--- src/rtl/scc_pkg.sv ---
// Shared fetch-stage definitions: branch opcodes, queue entry layout, FSM states.
package scc_pkg;

  localparam int unsigned XLEN_DEF     = 32;
  localparam logic [31:0] RESET_PC_DEF = 32'h0000_0000;

  localparam logic [6:0] OP_B     = 7'b1100000;
  localparam logic [6:0] OP_BCOND = 7'b1100001;
  localparam logic [6:0] OP_BR    = 7'b1100010;

  typedef struct packed {
    logic [XLEN_DEF-1:0] pc;
    logic [31:0]         instr;
  } fetch_entry_t;

  typedef enum logic [0:0] {
    StRun,
    StWaitCond
  } fetch_state_e;

endpackage

--- src/rtl/fetch_unit_if.sv ---
// Fetch-stage bus: instruction memory, branch register read, ID handshake and ID redirect.
interface fetch_unit_if
  import scc_pkg::*;
#(
  parameter int unsigned XLEN = XLEN_DEF
);
  logic            imem_req;
  logic [XLEN-1:0] imem_addr;
  logic [31:0]     imem_data;
  logic [2:0]      br_addr;
  logic [XLEN-1:0] br_value;
  logic            id_valid;
  logic            id_ready;
  logic [31:0]     id_instr;
  logic [XLEN-1:0] id_pc;
  logic            redirect_valid;
  logic [XLEN-1:0] redirect_pc;

  modport master (
    output imem_req, imem_addr, br_addr, id_valid, id_instr, id_pc,
    input  imem_data, br_value, id_ready, redirect_valid, redirect_pc
  );

  modport slave (
    input  imem_req, imem_addr, br_addr, id_valid, id_instr, id_pc,
    output imem_data, br_value, id_ready, redirect_valid, redirect_pc
  );
endinterface

--- src/rtl/fetch_queue.sv ---
// Synchronous prefetch FIFO with flush; the caller guarantees no push when full.
module fetch_queue
  import scc_pkg::*;
#(
  parameter int unsigned DEPTH = 4,
  parameter type entry_t = fetch_entry_t,
  localparam int unsigned PtrW = $clog2(DEPTH)
) (
  input  logic          clk_i,
  input  logic          rst_i,
  input  logic          push_i,
  input  entry_t        data_i,
  input  logic          pop_i,
  input  logic          flush_i,
  output entry_t        head_o,
  output logic [PtrW:0] count_o
);
  entry_t          mem_q [DEPTH];
  logic [PtrW-1:0] wr_ptr_q, wr_ptr_d, rd_ptr_q, rd_ptr_d;
  logic [PtrW:0]   count_q, count_d;

  always_comb begin
    wr_ptr_d = wr_ptr_q;
    rd_ptr_d = rd_ptr_q;
    count_d  = count_q;
    if (flush_i) begin
      wr_ptr_d = '0;
      rd_ptr_d = '0;
      count_d  = '0;
    end else begin
      if (push_i) wr_ptr_d = wr_ptr_q + PtrW'(1);
      if (pop_i)  rd_ptr_d = rd_ptr_q + PtrW'(1);
      count_d = count_q + (PtrW+1)'(push_i) - (PtrW+1)'(pop_i);
    end
  end

  always_ff @(posedge clk_i or posedge rst_i) begin
    if (rst_i) begin
      wr_ptr_q <= '0;
      rd_ptr_q <= '0;
      count_q  <= '0;
    end else begin
      wr_ptr_q <= wr_ptr_d;
      rd_ptr_q <= rd_ptr_d;
      count_q  <= count_d;
    end
  end

  always_ff @(posedge clk_i) begin
    if (push_i && !flush_i) mem_q[wr_ptr_q] <= data_i;
  end

  assign head_o  = mem_q[rd_ptr_q];
  assign count_o = count_q;

endmodule

--- src/rtl/fetch_unit.sv ---
// Instruction fetch stage: PC sequencing, early B/BR resolution, conditional-branch stall,
// and an epoch tag that discards responses fetched down a superseded path.
module fetch_unit
  import scc_pkg::*;
#(
  parameter int unsigned     XLEN     = XLEN_DEF,
  parameter int unsigned     DEPTH    = 4,
  parameter logic [XLEN-1:0] RESET_PC = XLEN'(RESET_PC_DEF)
) (
  input logic          clk,
  input logic          reset,
  fetch_unit_if.master bus
);
  localparam int unsigned     CntW   = $clog2(DEPTH) + 1;
  localparam logic [XLEN-1:0] PcMask = ~XLEN'(3);

  typedef struct packed {
    logic [XLEN-1:0] pc;
    logic [31:0]     instr;
  } entry_t;

  fetch_state_e    state_q, state_d;
  logic [XLEN-1:0] fetch_pc_q, fetch_pc_d;
  logic            epoch_q, epoch_d;
  logic            inflight_q, inflight_d;
  logic [XLEN-1:0] inflight_pc_q, inflight_pc_d;
  logic            inflight_epoch_q, inflight_epoch_d;

  logic            resp_kept, is_b, is_br, is_bcond, early_br;
  logic            req, push, pop;
  logic [6:0]      opcode;
  logic [XLEN-1:0] imm_sext, early_target;
  logic [CntW-1:0] count, credit;
  entry_t          head, push_entry;

  // Response decode; the request made in the capture cycle of an early branch is
  // still issued and later discarded because the epoch flips underneath it.
  always_comb begin
    resp_kept    = inflight_q && (inflight_epoch_q == epoch_q);
    opcode       = bus.imem_data[31:25];
    is_b         = resp_kept && (opcode == OP_B);
    is_br        = resp_kept && (opcode == OP_BR);
    is_bcond     = resp_kept && (opcode == OP_BCOND);
    early_br     = is_b || is_br;
    imm_sext     = {{(XLEN-16){bus.imem_data[15]}}, bus.imem_data[15:0]};
    early_target = ((is_b ? inflight_pc_q : bus.br_value) + imm_sext) & PcMask;
    credit       = count + CntW'(inflight_q);
    req          = (state_q == StRun) && (credit < CntW'(DEPTH)) && !bus.redirect_valid;
    push         = resp_kept && !bus.redirect_valid;
    pop          = bus.id_valid && bus.id_ready;
    push_entry   = '{pc: inflight_pc_q, instr: bus.imem_data};
  end

  always_comb begin
    fetch_pc_d       = fetch_pc_q;
    epoch_d          = epoch_q;
    inflight_d       = req;
    inflight_pc_d    = fetch_pc_q;
    inflight_epoch_d = epoch_q;
    if (bus.redirect_valid) begin
      fetch_pc_d = bus.redirect_pc & PcMask;
      epoch_d    = ~epoch_q;
    end else if (early_br) begin
      fetch_pc_d = early_target;
      epoch_d    = ~epoch_q;
    end else if (req) begin
      fetch_pc_d = fetch_pc_q + XLEN'(4);
    end
  end

  always_comb begin
    state_d = state_q;
    unique case (state_q)
      StRun:      if (is_bcond && !bus.redirect_valid) state_d = StWaitCond;
      StWaitCond: if (bus.redirect_valid) state_d = StRun;
    endcase
  end

  always_ff @(posedge clk or posedge reset) begin
    if (reset) begin
      state_q          <= StRun;
      fetch_pc_q       <= RESET_PC;
      epoch_q          <= 1'b0;
      inflight_q       <= 1'b0;
      inflight_pc_q    <= '0;
      inflight_epoch_q <= 1'b0;
    end else begin
      state_q          <= state_d;
      fetch_pc_q       <= fetch_pc_d;
      epoch_q          <= epoch_d;
      inflight_q       <= inflight_d;
      inflight_pc_q    <= inflight_pc_d;
      inflight_epoch_q <= inflight_epoch_d;
    end
  end

  // Outputs are zeroed when nothing is valid so reset and flush present clean values.
  always_comb begin
    bus.imem_req  = req && !reset;
    bus.imem_addr = fetch_pc_q;
    bus.br_addr   = inflight_q ? bus.imem_data[24:22] : 3'b000;
    bus.id_valid  = (count != '0);
    bus.id_instr  = bus.id_valid ? head.instr : '0;
    bus.id_pc     = bus.id_valid ? head.pc : '0;
  end

  fetch_queue #(
    .DEPTH   (DEPTH),
    .entry_t (entry_t)
  ) u_queue (
    .clk_i   (clk),
    .rst_i   (reset),
    .push_i  (push),
    .data_i  (push_entry),
    .pop_i   (pop),
    .flush_i (bus.redirect_valid),
    .head_o  (head),
    .count_o (count)
  );

endmodule

--- src/flat_wrapper.sv ---
// flat-port wrapper written by rule: the top's interface ports become plain ports
module fetch_unit_flat import scc_pkg::*;
#(
  parameter int unsigned     XLEN     = XLEN_DEF,
  parameter int unsigned     DEPTH    = 4,
  parameter logic [XLEN-1:0] RESET_PC = XLEN'(RESET_PC_DEF)
)
  (clk, reset, bus_imem_req, bus_imem_addr, bus_br_addr, bus_id_valid, bus_id_instr, bus_id_pc, bus_imem_data, bus_br_value, bus_id_ready, bus_redirect_valid, bus_redirect_pc);
  fetch_unit_if #(.XLEN(XLEN)) bus_i ();
  input logic clk;
  input logic reset;
  output wire logic [$bits(bus_i.imem_req)-1:0] bus_imem_req;
  output wire logic [$bits(bus_i.imem_addr)-1:0] bus_imem_addr;
  output wire logic [$bits(bus_i.br_addr)-1:0] bus_br_addr;
  output wire logic [$bits(bus_i.id_valid)-1:0] bus_id_valid;
  output wire logic [$bits(bus_i.id_instr)-1:0] bus_id_instr;
  output wire logic [$bits(bus_i.id_pc)-1:0] bus_id_pc;
  input wire logic [$bits(bus_i.imem_data)-1:0] bus_imem_data;
  input wire logic [$bits(bus_i.br_value)-1:0] bus_br_value;
  input wire logic [$bits(bus_i.id_ready)-1:0] bus_id_ready;
  input wire logic [$bits(bus_i.redirect_valid)-1:0] bus_redirect_valid;
  input wire logic [$bits(bus_i.redirect_pc)-1:0] bus_redirect_pc;
  assign bus_imem_req = bus_i.imem_req;
  assign bus_imem_addr = bus_i.imem_addr;
  assign bus_br_addr = bus_i.br_addr;
  assign bus_id_valid = bus_i.id_valid;
  assign bus_id_instr = bus_i.id_instr;
  assign bus_id_pc = bus_i.id_pc;
  assign bus_i.imem_data = bus_imem_data;
  assign bus_i.br_value = bus_br_value;
  assign bus_i.id_ready = bus_id_ready;
  assign bus_i.redirect_valid = bus_redirect_valid;
  assign bus_i.redirect_pc = bus_redirect_pc;
  fetch_unit #(.XLEN(XLEN), .DEPTH(DEPTH), .RESET_PC(RESET_PC)) u_core (.clk(clk), .reset(reset), .bus(bus_i));
endmodule
--- config.mk ---
export PLATFORM = sky130hd
export DESIGN_NAME = fetch_unit_flat
export DESIGN_NICKNAME = d
export VERILOG_FILES = /design/src/rtl/scc_pkg.sv /design/src/rtl/fetch_unit_if.sv /design/src/rtl/fetch_queue.sv /design/src/rtl/fetch_unit.sv /design/src/flat_wrapper.sv
export SDC_FILE = /design/constraint.sdc
export NUM_CORES = 1
export LEC_CHECK = 0
export CAP_MARGIN = 10
export CORE_MARGIN = 3
export CORE_UTILIZATION = 35
export CTS_CLUSTER_DIAMETER = 100
export CTS_CLUSTER_SIZE = 40
export DETAILED_ROUTE_END_ITERATION = 10
export HOLD_SLACK_MARGIN = 0.03
export PLACE_DENSITY_LB_ADDON = 0.05
export SYNTH_ARGS = -nofsm -noshare
export SYNTH_HDL_FRONTEND = slang
export SYNTH_HIERARCHICAL = 1
export SYNTH_SLANG_ARGS = --single-unit
--- constraint.sdc ---
create_clock -name clk -period 4.8 [get_ports clk]
set_input_delay 0.72 -clock clk [delete_from_list [all_inputs] [get_ports clk]]
set_output_delay 0.72 -clock clk [all_outputs]
set_load 0.02 [all_outputs]
* Word level (Yosys, flattened, before mapping) *
Memories as Yosys holds them, arrays and structs flattened.
Index checks and enable logic that the tools add are counted.

cells by class
  equality and inequality tests = 4
  add/subtract/negate cells = 7
  mux-type cells = 19
  reduce and logical (&&, ||, !) cells = 19
  magnitude comparators = 1
  bitwise operators = 2

operator list
  kind                     count
  $mux W32                 6
  $add A32 B3 Y32 const B  1
  $add A32 B32 Y32         1
  $eq A7 B7 Y1 const B     3
  $logic_and A1 B1 Y1      11
  $mux W2                  4
  $add A3 B1 Y3            2
  $mux W1                  6
  $mux W3                  2
  $reduce_bool A2 Y1       3
  $reduce_bool A3 Y1       2
  $add A2 B1 Y2 const B    2
  $lt A3 B3 Y1 const B     1
  $sub A3 B1 Y3            1
  $logic_not A1 Y1         2
  $not A1 Y1               2
  $pmux W1 S2              1
  $eq A1 B1 Y1             1
  $logic_or A1 B1 Y1       1

storage, ports and cells
  bits in writable memories = 256
  word-level logic and storage cells = 62
  flip-flop bits (word level) = 75
  input port bits = 100
  memories kept = 1
  output and inout bits = 101

memories
  memory                words  width  rd ports  clocked after Yosys merged registers in  wr ports  RTL line           RTL
  u_core.u_queue.mem_q  4      64     1         0                                        1         fetch_queue.sv:18  entry_t mem_q [DEPTH];

* Longest topological paths before layout *
Gate-level depths: netlist of run 1.

  depth after elaboration = 7
  gate-level depth with buffers = 16
  gate-level depth less buffers = 13

* Modules after synthesis *
Netlist of run 1, hierarchy kept.

modules (own cells, without submodules)
  module       cells an instance  sequential area each (um^2)  times used  area an instance (um^2)
  fetch_queue  373                7862.5                       1           9691.8
  fetch_unit   618                1601.5                       1           5358.9

* Least setup slack after synthesis of run 1 *
No wires, ideal clock.

  kind = input to register
  from = in bus_imem_data[29]
  to = reg u_core.fetch_pc_q[16] (netlist: u_core/bus.imem_addr[16])
  cell stages on the path = 15
  path slack = 0.638 ns
  data required time = 4.676 ns
  arrival = 4.038 ns
  buffers on the path = 2
  library setup time = 0.124 ns
  cells stage by stage = and4bb_2 -> and4_2 -> buf_4 -> clkbuf_1 -> mux2_2 -> ha_1 -> a21oi_1 -> nand2_1 -> o41a_1 -> a21oi_2 -> o31ai_2 -> a31oi_1 -> xor2_1 -> a21oi_1 -> a211o_1

on the way
  word-level cells in the longest chain between the ends = 6
  elaborated cells between the ends (all ways) = 10
  those cells by class = 1 x add/sub; 2 x eq/ne; 3 x mux; 4 x reduce/logical

RTL lines
  element               RTL line            RTL
  start, declared       flat_wrapper.sv:18  input wire logic [$bits(bus_i.imem_data)-1:0] bus_imem_data;
  $eq A7 B7 Y1          fetch_unit.sv:41    is_b = resp_kept && (opcode == OP_B);
  $logic_and A1 B1 Y1   fetch_unit.sv:41
  $mux W32              fetch_unit.sv:46    early_target = ((is_b ? inflight_pc_q : bus.br_value) + imm_sext) & PcMask;
  $add A32 B32 Y32      fetch_unit.sv:46
  $mux W32              fetch_unit.sv:63    end else if (early_br) begin
  $mux W32              fetch_unit.sv:60    if (bus.redirect_valid) begin
  end signal, assigned  fetch_unit.sv:89    fetch_pc_q <= fetch_pc_d;
  end, declared         fetch_unit.sv:23    logic [XLEN-1:0] fetch_pc_q, fetch_pc_d;

Parallel ways exist; a longest one is shown, timed or not.
A chain may end at the register's enable or synchronous reset.

* Worst setup path in the final report of run 1 *
  from = in bus_imem_data[27]
  to = reg u_core.fetch_pc_q[30] (netlist: u_core/bus.imem_addr[30])

The elaborated chain is that of the path after synthesis.

==> reports/summary.txt, run 1 <==
status = finished, final reports clean
Max-Cap Viols = 0
routability cong. = 0.820
Starting Density = 35.6%
total CTS buffers = 15
worst-path maximum fanout = 8
antenna violations before repair = 2
worst path bufs/invs = 3
final wirelength = 40400 µm
Clock Pin Slew Worst Setup and Hold Paths = 130 ps
share of the yosys chip area belonging to registers = 62.9%
gr busiest metal = met2
CTS max path bufs = 3
Worst path top cell family by delay = compound AO/OA/AOI/OAI gates
min-delay src = u_core/bus.imem_addr[29]
first-pass GRT wire length = 60700 µm
Final HPWL DP = 27500 µm
worst skew pair latency = 540 ps
Synth area leaders = edfxtp_1, dfrtp_1, mux4_2
core area = 42200 µm²
post-synth top area share = 51.1%
fmax = 233 MHz
Placed Cells incl. Taps = 1765
Vias/cell = 5.16
area grow syn2layout = 23.8%
worst-case clock skew = 31.2 ps
post-cts resize count = 0
Synth Cell Area = 15100 µm²
Layout fillers = 3892
share of cells above drive strength 1 = 17.5%
DR WL/cell = 22.6 µm
# H-tree levels = 1
Via Count = 9236
Seq cells post-synth = 327
WP data required = 5230 ps
met3 GRT Util = 2.08%
main flop type after synthesis = edfxtp_1
grt total ovfl = 0
FFs w/ async S/R, synth = 21.7%
Synth top cells by count = edfxtp_1, and2_1, dfrtp_1, mux4_2, a21oi_1
Final Setup Violations = 0
Hold WC Path Type = reg -> reg
CP max stage delay = 520 ps
IO Port Bufs = 196
number of synthesized flops with an enable pin = 256
Design Area, Final = 18600 µm²
largest net degree at the start of global routing = 67
final period utilization = 89.3%
syn avg cell area = 15.2 µm²
dpl cell area = 18100 µm²
GRT Util Overall = 17.8%
Mapped Cells = 991
reg2reg path depth = 15
Layout Nets = 1384
hold path depth = 0
Hold Crit Endpoint = u_core/inflight_pc_q[29]
critical-path cell list = clkdlybuf4s50_1 -> and4bb_2 -> and4_2 -> buf_12 -> mux2_2 -> ha_1 -> a21oi_1 -> nand2_1 -> o41a_1 -> a21oi_2 -> o21a_1 -> o21ai_0 -> a31oi_1 -> buf_4 -> o22ai_1 -> a221oi_1
Layout Cells excl Fill = 1791
clk root buf = clkbuf_16
R2R Setup Slk = 770 ps
Power Dens Cells = 439 nW/µm²
post-synthesis cell type count = 72
Post-CTS Setup Inserts = 0
DIE HEIGHT = 213 µm
Final Hold Vio Count = 0
Reg-to-Reg End = u_core/bus.imem_addr[30]
Max stage delay cell, worst path = clkdlybuf4s50_1
drt pass-1 iters = 5
Die Area = 45500 µm²
startpoint class of the critical path = input port
crit end category = register
Total Neg Setup Slack = 0 ps
RSZ-0062 raised after global routing = false
max-slew violations = 0
worst r2r src = u_core/epoch_q
die width = 213 µm
met2 Track Usage GR = 29.2%
vias in the first global route = 9379
clock sink total = 327
met1 Use GR = 26.3%
synth warn = 6
slew margin rel. = 26.0%
Max IR drop VDD = 0.264 mV
Routed Antenna Nets = 0
I/O Pins = 201
worst path arrival time = 4720 ps
Crit Path Class = in -> reg
Cell Rows = 75
CTS Hold Buffers Added = 0
utilization after layout = 44.1%
top-count cell post-synth = edfxtp_1
initial DRC count = 620
CTS tree = built
Worst Tran Pin Value = 1110 ps
Leak = 6.52 nW
post-synth top area cell = edfxtp_1
DRC Markers = 0
post-layout min period = 4290 ps
-- per-layer routing --
metal  part of all wire (%)  vias up
li1                       -     4292
met3                    3.7       22
met4                    1.0        0
met5                      0        -
met1                     47     4730
met2                     48      192
-- sequential cells by signal (all words and copies together), names as in the netlist --
| name | cells |
|---|---|
| u_core/inflight_pc_q | 30 |
| u_core/u_queue/count_o | 3 |
| u_core/epoch_q | 1 |
| u_core/state_q | 1 |
| u_core/inflight_epoch_q | 1 |
| u_core/u_queue/mem_q | 256 |
| u_core/bus.imem_addr | 30 |
| u_core/inflight_q | 1 |
| u_core/u_queue/rd_ptr_q | 2 |
| u_core/u_queue/wr_ptr_q | 2 |
-- layout make-up --
| class | count | area, µm² | area share (%) |
|---|---|---|---|
| Tap cell | 539 | 674 | 3.62 |
| Antenna cell | 1 | 2.50 | 0.0134 |
| Clock inverter | 9 | 164 | 0.879 |
| Clock buffer | 16 | 400 | 2.15 |
| Multi-Input combinational cell | 611 | 5300 | 28.4 |
| Timing Repair Buffer | 272 | 2560 | 13.8 |
| Inverter | 16 | 60.1 | 0.322 |
| Sequential cell | 327 | 9470 | 50.8 |
-- logic make-up (layout without fill, tap and decap cells) --
family,Yosys count,after routing,share of synthesized area (%)
xor gates and xnor gates,53,53,3.23
DFF,327,327,62.9
buffers and inverters,62,313,2.21
muxes,97,97,12.0
other,1,11,0.0249
adders and majority gates,41,41,3.46
and+or+nand+nor,245,245,9.00
AOI/OAI and AO/OA,165,165,7.17
-- where the power goes --
part,internal (W),switching [W]
clock network,0.000686,0.00102
registers,0.00330,0.000289
logic,0.00145,0.00144
-- cells in the final DEF, fill, tap and decap left out, types with 4 or more instances in the layout --
cell type / synthesis / layout
and4_1: 4 / 4
a21oi_1: 49 / 49
and2_4: 0 / 4
nand3_1: 24 / 24
a21o_1: 19 / 19
nand2b_1: 4 / 4
a31oi_1: 7 / 7
dfrtp_1: 71 / 69
o21bai_1: 4 / 4
o21ai_0: 31 / 31
mux4_2: 64 / 64
o22ai_1: 12 / 12
xor2_1: 22 / 22
a221oi_1: 5 / 5
nand2_1: 35 / 35
nor2b_1: 6 / 6
a22oi_1: 5 / 5
inv_1: 16 / 15
edfxtp_1: 256 / 256
and3_1: 12 / 12
ha_1: 40 / 40
nor3_1: 11 / 11
xnor2_1: 29 / 29
mux2_2: 30 / 30
nor2_1: 39 / 39
conb_1: 1 / 10
clkbuf_16: 0 / 16
a211oi_1: 4 / 4
and2_1: 79 / 75
clkdlybuf4s50_1: 0 / 195
buf_4: 6 / 73
nand4_1: 12 / 12
-- stage by stage --
step                      hold slack (ps)  total power [W]  setup WS [ps]
after floorplan                       444          0.00529            638
after global placement                405          0.00661          -71.5
after detailed placement              399          0.00661          -33.8
after CTS                             433          0.00834            509
after global routing                  464          0.00865            238
final                                 433          0.00818            512
-- worst max path at each step --
stage                       from                        to  slack (ps)  depth (start not counted)
2_1_floorplan  bus_imem_data[29]  u_core/bus.imem_addr[16]         640                         15
3_3_place_gp   bus_imem_data[27]  u_core/bus.imem_addr[30]         -70                         16
3_5_place_dp   bus_imem_data[27]  u_core/bus.imem_addr[30]         -30                         17
4_1_cts        bus_imem_data[27]  u_core/bus.imem_addr[30]         510                         17
5_1_grt        bus_imem_data[31]  u_core/bus.imem_addr[26]         240                         15
6_report       bus_imem_data[27]  u_core/bus.imem_addr[30]         510                         16
-- worst register-to-register path: stages, from the launching register on --
cell,delay [ps]
dfrtp_1,460
xnor2_2,310
and4_2,320
buf_12,160
mux2_2,350
ha_1,280
a21oi_1,280
nand2_1,120
o41a_1,360
a21oi_2,230
o21a_1,170
o21ai_0,220
a31oi_1,250
buf_4,160
o22ai_1,60
a221oi_1,210
No activity file was read; power rests on OpenSTA's default activity.
==> run 2, diff against run 1 <==
--- a/config.mk
+++ b/config.mk
@@ -6,13 +6,13 @@
 export NUM_CORES = 1
 export LEC_CHECK = 0
 export CAP_MARGIN = 10
-export CORE_MARGIN = 3
 export CORE_UTILIZATION = 35
 export CTS_CLUSTER_DIAMETER = 100
 export CTS_CLUSTER_SIZE = 40
 export DETAILED_ROUTE_END_ITERATION = 10
 export HOLD_SLACK_MARGIN = 0.03
 export PLACE_DENSITY_LB_ADDON = 0.05
+export SLEW_MARGIN = 20
 export SYNTH_ARGS = -nofsm -noshare
 export SYNTH_HDL_FRONTEND = slang
 export SYNTH_HIERARCHICAL = 1
==> run 2 against run 1 <==
Net effect: setup slack got worse by 110 ps; wire length increased by 0.23%; critical path type unchanged; sequential cell count unchanged; largest power group unchanged; critical endpoint unchanged; global-route usage grew 0.74 points.
==> reports/summary.txt, run 2 (same netlist as run 1, synthesis figures left out) <==
worst skew pair latency = 530 ps (about the same)
CTS Hold Buffers Added = 0 (unchanged)
DIE HEIGHT = 209 µm (-1.9%)
area grow syn2layout = 24.0%
most common cell after layout, fill and taps aside = edfxtp_1
Layout fillers = 3831 (-1.6%)
share of cells above drive strength 1 = 17.9% (+0.39 points)
Starting Density = 35.7% (+0.079 points)
worst-case clock skew = 28.2 ps (-3.05 ps)
final period utilization = 91.7% (+2.4 points)
Reg with most FFs = u_core/u_queue/mem_q
Final HPWL DP = 27900 µm (+1.3%)
Power Dens Cells = 437 nW/µm² (-0.36%)
Layout Cells excl Fill = 1798 (+0.39%)
Cell Rows = 75 (unchanged)
grt total ovfl = 0 (unchanged)
post-cts resize count = 0 (unchanged)
max reg flops = 256 (unchanged)
status = finished, final reports clean
Via Count = 9318 (+0.89%)
RSZ-0062 raised after global routing = false
Leak = 6.54 nW (+0.34%)
post-layout worst setup margin = 399 ps (-113 ps)
Final Setup Violations = 0 (unchanged)
DR WL/cell = 22.5 µm (-0.17%)
Die Area = 43800 µm² (-3.7%)
vias in the first global route = 9479 (+1.1%)
GRT Util Overall = 18.6% (+0.74 points)
Worst Tran Pin Value = 1090 ps (-23.5 ps)
Placed Cells incl. Taps = 1769 (+0.23%)
largest net degree at the start of global routing = 67 (unchanged)
pre-CTS WS = -178 ps (-145 ps)
first-pass GRT wire length = 60600 µm (about the same)
# H-tree levels = 1 (unchanged)
Layout Nets = 1389 (+0.36%)
Post-CTS Setup Inserts = 0 (unchanged)
CP max stage delay = 510 ps (about the same)
critical-path cell list = clkdlybuf4s50_1 -> and4bb_2 -> and4_2 -> mux2_2 -> ha_1 -> a21oi_1 -> nand2_1 -> o41a_1 -> a21oi_2 -> o21a_1 -> o21ai_0 -> a31oi_1 -> buf_4 -> o22ai_1 -> a221oi_1
Routed Antenna Nets = 0 (unchanged)
Total Neg Setup Slack = 0 ps (unchanged)
max-slew violations = 0 (unchanged)
die width = 209 µm (-1.9%)
clock sink total = 327 (unchanged)
startpoint class of the critical path = input port
initial DRC count = 628 (+1.3%)
Final Hold Vio Count = 0 (unchanged)
CTS max path bufs = 3 (unchanged)
commonest cells after routing, fill and taps aside = edfxtp_1, clkdlybuf4s50_1, buf_4
WP data required = 5230 ps (about the same)
fmax = 227 MHz (-2.6%)
worst path arrival time = 4840 ps (+120 ps)
final wirelength = 40500 µm (+0.23%)
Max stage delay cell, worst path = clkdlybuf4s50_1
total CTS buffers = 15 (unchanged)
Hold WC Path Type = reg -> reg
Crit Path Class = in -> reg
antenna violations before repair = 1 (-1)
Max IR drop VDD = 0.328 mV (+24%)
CTS tree = built
slew margin rel. = 27.6% (+1.6 points)
clk root buf = clkbuf_16
DRC Markers = 0 (unchanged)
Max-Cap Viols = 0 (unchanged)
drt pass-1 iters = 5 (unchanged)
Vias/cell = 5.18 (+0.50%)
core area = 42100 µm² (-0.22%)
I/O Pins = 201 (unchanged)
IO Port Bufs = 196 (unchanged)
crit end category = register
worst-path maximum fanout = 7 (-1)
Clock Pin Slew Worst Setup and Hold Paths = 120 ps (about the same)
routability cong. = 0.845 (+3.1%)
post-layout min period = 4400 ps (+113 ps)
## run 2: layout make-up
| type | instances | area [µm²] | area share (%) |
|---|---|---|---|
| flip-flops and latches | 327 | 9470 | 50.7 |
| clock inverters | 11 | 183 | 0.979 |
| diodes | 2 | 5.00 | 0.0268 |
| well taps | 539 | 674 | 3.61 |
| inverters | 16 | 60.1 | 0.322 |
| clock buffers | 15 | 375 | 2.01 |
| repair buffers | 277 | 2600 | 13.9 |
| multi-input cells | 611 | 5300 | 28.4 |
## run 2: power by group
part | total (W) | switching [W] | internal [W] | leakage [nW]
registers | 0.00361 | 0.000305 | 0.00330 | 3.13
logic | 0.00288 | 0.00143 | 0.00145 | 3.14
clock network | 0.00168 | 0.00102 | 0.000659 | 0.265
## run 2: final timing paths
kind,start,end,slack [ps],depth (start not counted)
max,bus_imem_data[29],u_core/bus.imem_addr[30],400,15
min,u_core/bus.imem_addr[29],u_core/inflight_pc_q[29],440,0
max reg2reg,u_core/inflight_q,u_core/bus.imem_addr[30],690,14
min reg2reg,u_core/bus.imem_addr[29],u_core/inflight_pc_q[29],440,0
max in group asynchronous,reset,u_core/bus.imem_addr[16],3050,3
min in group asynchronous,reset,u_core/u_queue/count_o[2],490,2
## run 2: through the flow
step / hold WS [ps] / utilization [%] / power, W / cell area [µm²]
final: 438 / 44.3 / 0.00816 / 18700
after global routing: 456 / 44.3 / 0.00859 / 18700
after floorplan: 444 / - / 0.00529 / 15100
after CTS: 442 / 44.2 / 0.00830 / 18600
after detailed placement: 399 / 42.9 / 0.00660 / 18100
after global placement: 403 / 42.9 / 0.00659 / 18100
## run 2: per-layer routing
metal	global-route usage [%]	vias up	part of all wire [%]
met5	0	-	0
met4	2.76	0	0.95
met3	2.63	26	4.8
met2	30.4	238	47
met1	26.7	4753	47
li1	-	4301	-
## run 2: worst max-delay path: cells and delay by family
family,cells,cell delay [ps]
compound gates,8,1820
simple gates,3,910
buf+inv,2,680
mux,1,370
fa+ha+maj,1,290
==> run 3, diff against run 2 <==
--- a/config.mk
+++ b/config.mk
@@ -6,10 +6,11 @@
 export NUM_CORES = 1
 export LEC_CHECK = 0
 export CAP_MARGIN = 10
-export CORE_UTILIZATION = 35
+export CORE_UTILIZATION = 32
 export CTS_CLUSTER_DIAMETER = 100
 export CTS_CLUSTER_SIZE = 40
 export DETAILED_ROUTE_END_ITERATION = 10
+export GPL_TIMING_DRIVEN = 0
 export HOLD_SLACK_MARGIN = 0.03
 export PLACE_DENSITY_LB_ADDON = 0.05
 export SLEW_MARGIN = 20
==> run 3 against run 2 <==
Net effect: final cell count up 2.1%; sequential power down 2%; clock skew up 2.8 ps; critical path depth up 2; combinational power up 6%.
==> reports/summary.txt, run 3 (same netlist as run 1, synthesis figures left out) <==
Layout Nets = 1361 (-2.0%)
DRC Markers = 0 (unchanged)
Layout fillers = 4396 (+15%)
CTS tree = built
first-pass GRT wire length = 63000 µm (+4.0%)
Power Dens Cells = 446 nW/µm² (+2.1%)
Worst Tran Pin Value = 1060 ps (-27.5 ps)
largest net degree at the start of global routing = 41 (-39%)
CTS max path bufs = 3 (unchanged)
DR WL/cell = 23.5 µm (+4.5%)
WP data required = 5240 ps (about the same)
Via Count = 9190 (-1.4%)
fmax = 216 MHz (-4.7%)
worst-case clock skew = 31.0 ps (+2.84 ps)
drt pass-1 iters = 7 (+2)
routability cong. = 0.776 (-8.1%)
Clock Pin Slew Worst Setup and Hold Paths = 120 ps (about the same)
Hold WC Path Type = reg -> reg
core area = 46500 µm² (+10%)
vias in the first global route = 9362 (-1.2%)
Vias/cell = 5.01 (-3.4%)
GRT Util Overall = 18.1% (-0.43 points)
Final Hold Vio Count = 0 (unchanged)
Design Area, Final = 18500 µm² (-0.64%)
final wirelength = 43200 µm (+6.7%)
# H-tree levels = 1 (unchanged)
clk root buf = clkbuf_16
grt total ovfl = 0 (unchanged)
antenna violations before repair = 1 (unchanged)
dpl cell area = 18000 µm² (-0.63%)
slew margin rel. = 29.2% (+1.6 points)
max-slew violations = 0 (unchanged)
RSZ-0062 raised after global routing = false
Worst Setup SP = bus_imem_data[27]
most common cell after layout, fill and taps aside = edfxtp_1
Max IR drop VDD = 0.238 mV (-27%)
crit end category = register
status = finished, final reports clean
worst r2r src = u_core/inflight_q
die width = 219 µm (+4.5%)
worst path arrival time = 5060 ps (+220 ps)
worst-path maximum fanout = 10 (+3)
register area = 9460 µm² (about the same)
CTS Hold Buffers Added = 0 (unchanged)
Final Setup Violations = 0 (unchanged)
I/O Pins = 201 (unchanged)
area of the multi-input gates = 5310 µm² (+0.17%)
total CTS buffers = 15 (unchanged)
Hold WS = 452 ps (+14.5 ps)
commonest cells after routing, fill and taps aside = edfxtp_1, clkdlybuf4s50_1, and2_1
area grow syn2layout = 23.2%
utilization after layout = 39.9% (-4.4 points)
Total Neg Setup Slack = 0 ps (unchanged)
Final HPWL DP = 30900 µm (+11%)
Max-Cap Viols = 0 (unchanged)
Reg with most FFs = u_core/u_queue/mem_q
Crit Path Class = in -> reg
min-delay src = u_core/bus.imem_addr[29]
Starting Density = 32.4% (-3.3 points)
final period utilization = 96.3% (+4.6 points)
startpoint class of the critical path = input port
Cell Rows = 79 (+5.3%)
share of cells above drive strength 1 = 13.9% (-4.0 points)
Routed Antenna Nets = 0 (unchanged)
diodes inserted = 0 (-2)
IO Port Bufs = 196 (unchanged)
max reg flops = 256 (unchanged)
clock sink total = 327 (unchanged)
Leak = 6.36 nW (-2.7%)
Die Area = 47900 µm² (+9.3%)
worst skew pair latency = 540 ps (about the same)
initial DRC count = 642 (+2.2%)
DIE HEIGHT = 219 µm (+4.5%)
post-layout min period = 4620 ps (+219 ps)
==> run 3: changes by cell type in the layout (fill, tap and decap cells not counted), moves of 2 or more <==
cell,before,now
diode_2,2,0
buf_12,1,6
dfrtp_1,69,71
clkinv_8,3,1
buf_16,1,3
o21ai_1,1,3
o21ai_0,31,29
buf_2,1,7
buf_6,0,4
clkbuf_1,0,23
dfrtp_4,2,0
buf_4,79,7
==> run 3: critical path, stage by stage <==
cell and delay (ps):
clkdlybuf4s50_1 510, and4bb_2 430, and4_2 220, buf_4 170, buf_6 200, mux2_2 360, ha_1 260, clkbuf_2 170
a21o_1 220, a21oi_1 140, nor2_1 50, or3_1 340, and3_1 220, a211oi_2 460, o21bai_1 150, and4_1 230
nor3_1 210
==> run 3: power breakdown <==
part,switching [W],total (W),leakage (nW),internal [W]
clock network,0.00104,0.00170,0.263,0.000660
registers,0.000229,0.00353,3.14,0.00330
logic,0.00158,0.00306,2.96,0.00147
==> run 3: path summary, 6_finish.rpt <==
path | slack, ps | cells past startpoint | end
worst max register to register | 460 | 16 | u_core/bus.imem_addr[29]
worst min-delay path | 450 | 0 | u_core/inflight_pc_q[29]
max in group asynchronous | 3550 | 3 | u_core/inflight_pc_q[29]
min in group asynchronous | 590 | 2 | u_core/u_queue/wr_ptr_q[1]
worst max-delay path | 180 | 17 | u_core/bus.imem_addr[29]
worst min register to register | 450 | 0 | u_core/inflight_pc_q[29]
==> run 3: cell type report <==
| type | count | share of cell area [%] |
|---|---|---|
| flip-flops and latches | 327 | 51.0 |
| plain buffers | 46 | 1.59 |
| multi-input cells | 611 | 28.6 |
| repair buffers | 203 | 11.4 |
| clock buffers | 15 | 2.02 |
| inverters | 16 | 0.337 |
| clock inverters | 11 | 0.904 |
| well taps | 607 | 4.09 |
==> run 3: stage by stage <==
step / total power (W) / instances / setup slack, ps
5_1_grt: 0.00870 / 1836 / 25.6
6_report: 0.00828 / 1836 / 180
4_1_cts: 0.00842 / 1835 / 40.2
3_3_place_gp: 0.00670 / 1803 / -1840
3_5_place_dp: 0.00671 / 1809 / -967
2_1_floorplan: 0.00529 / 1000 / 638
==> run 3: what timing repair did <==
action,CTS,global route
pin swaps,0,2
gates cloned,0,0
buffers inserted,0,1
endpoints found under the setup margin,22,10
resized for setup,6,11
==> run 3: metal layers <==
layer	share of wire [%]	global-route usage, %	vias up
li1	-	-	4257
met4	1.4	3.03	0
met5	0	0	-
met2	47	29.4	198
met1	48	26.3	4703
met3	3.6	2.29	32
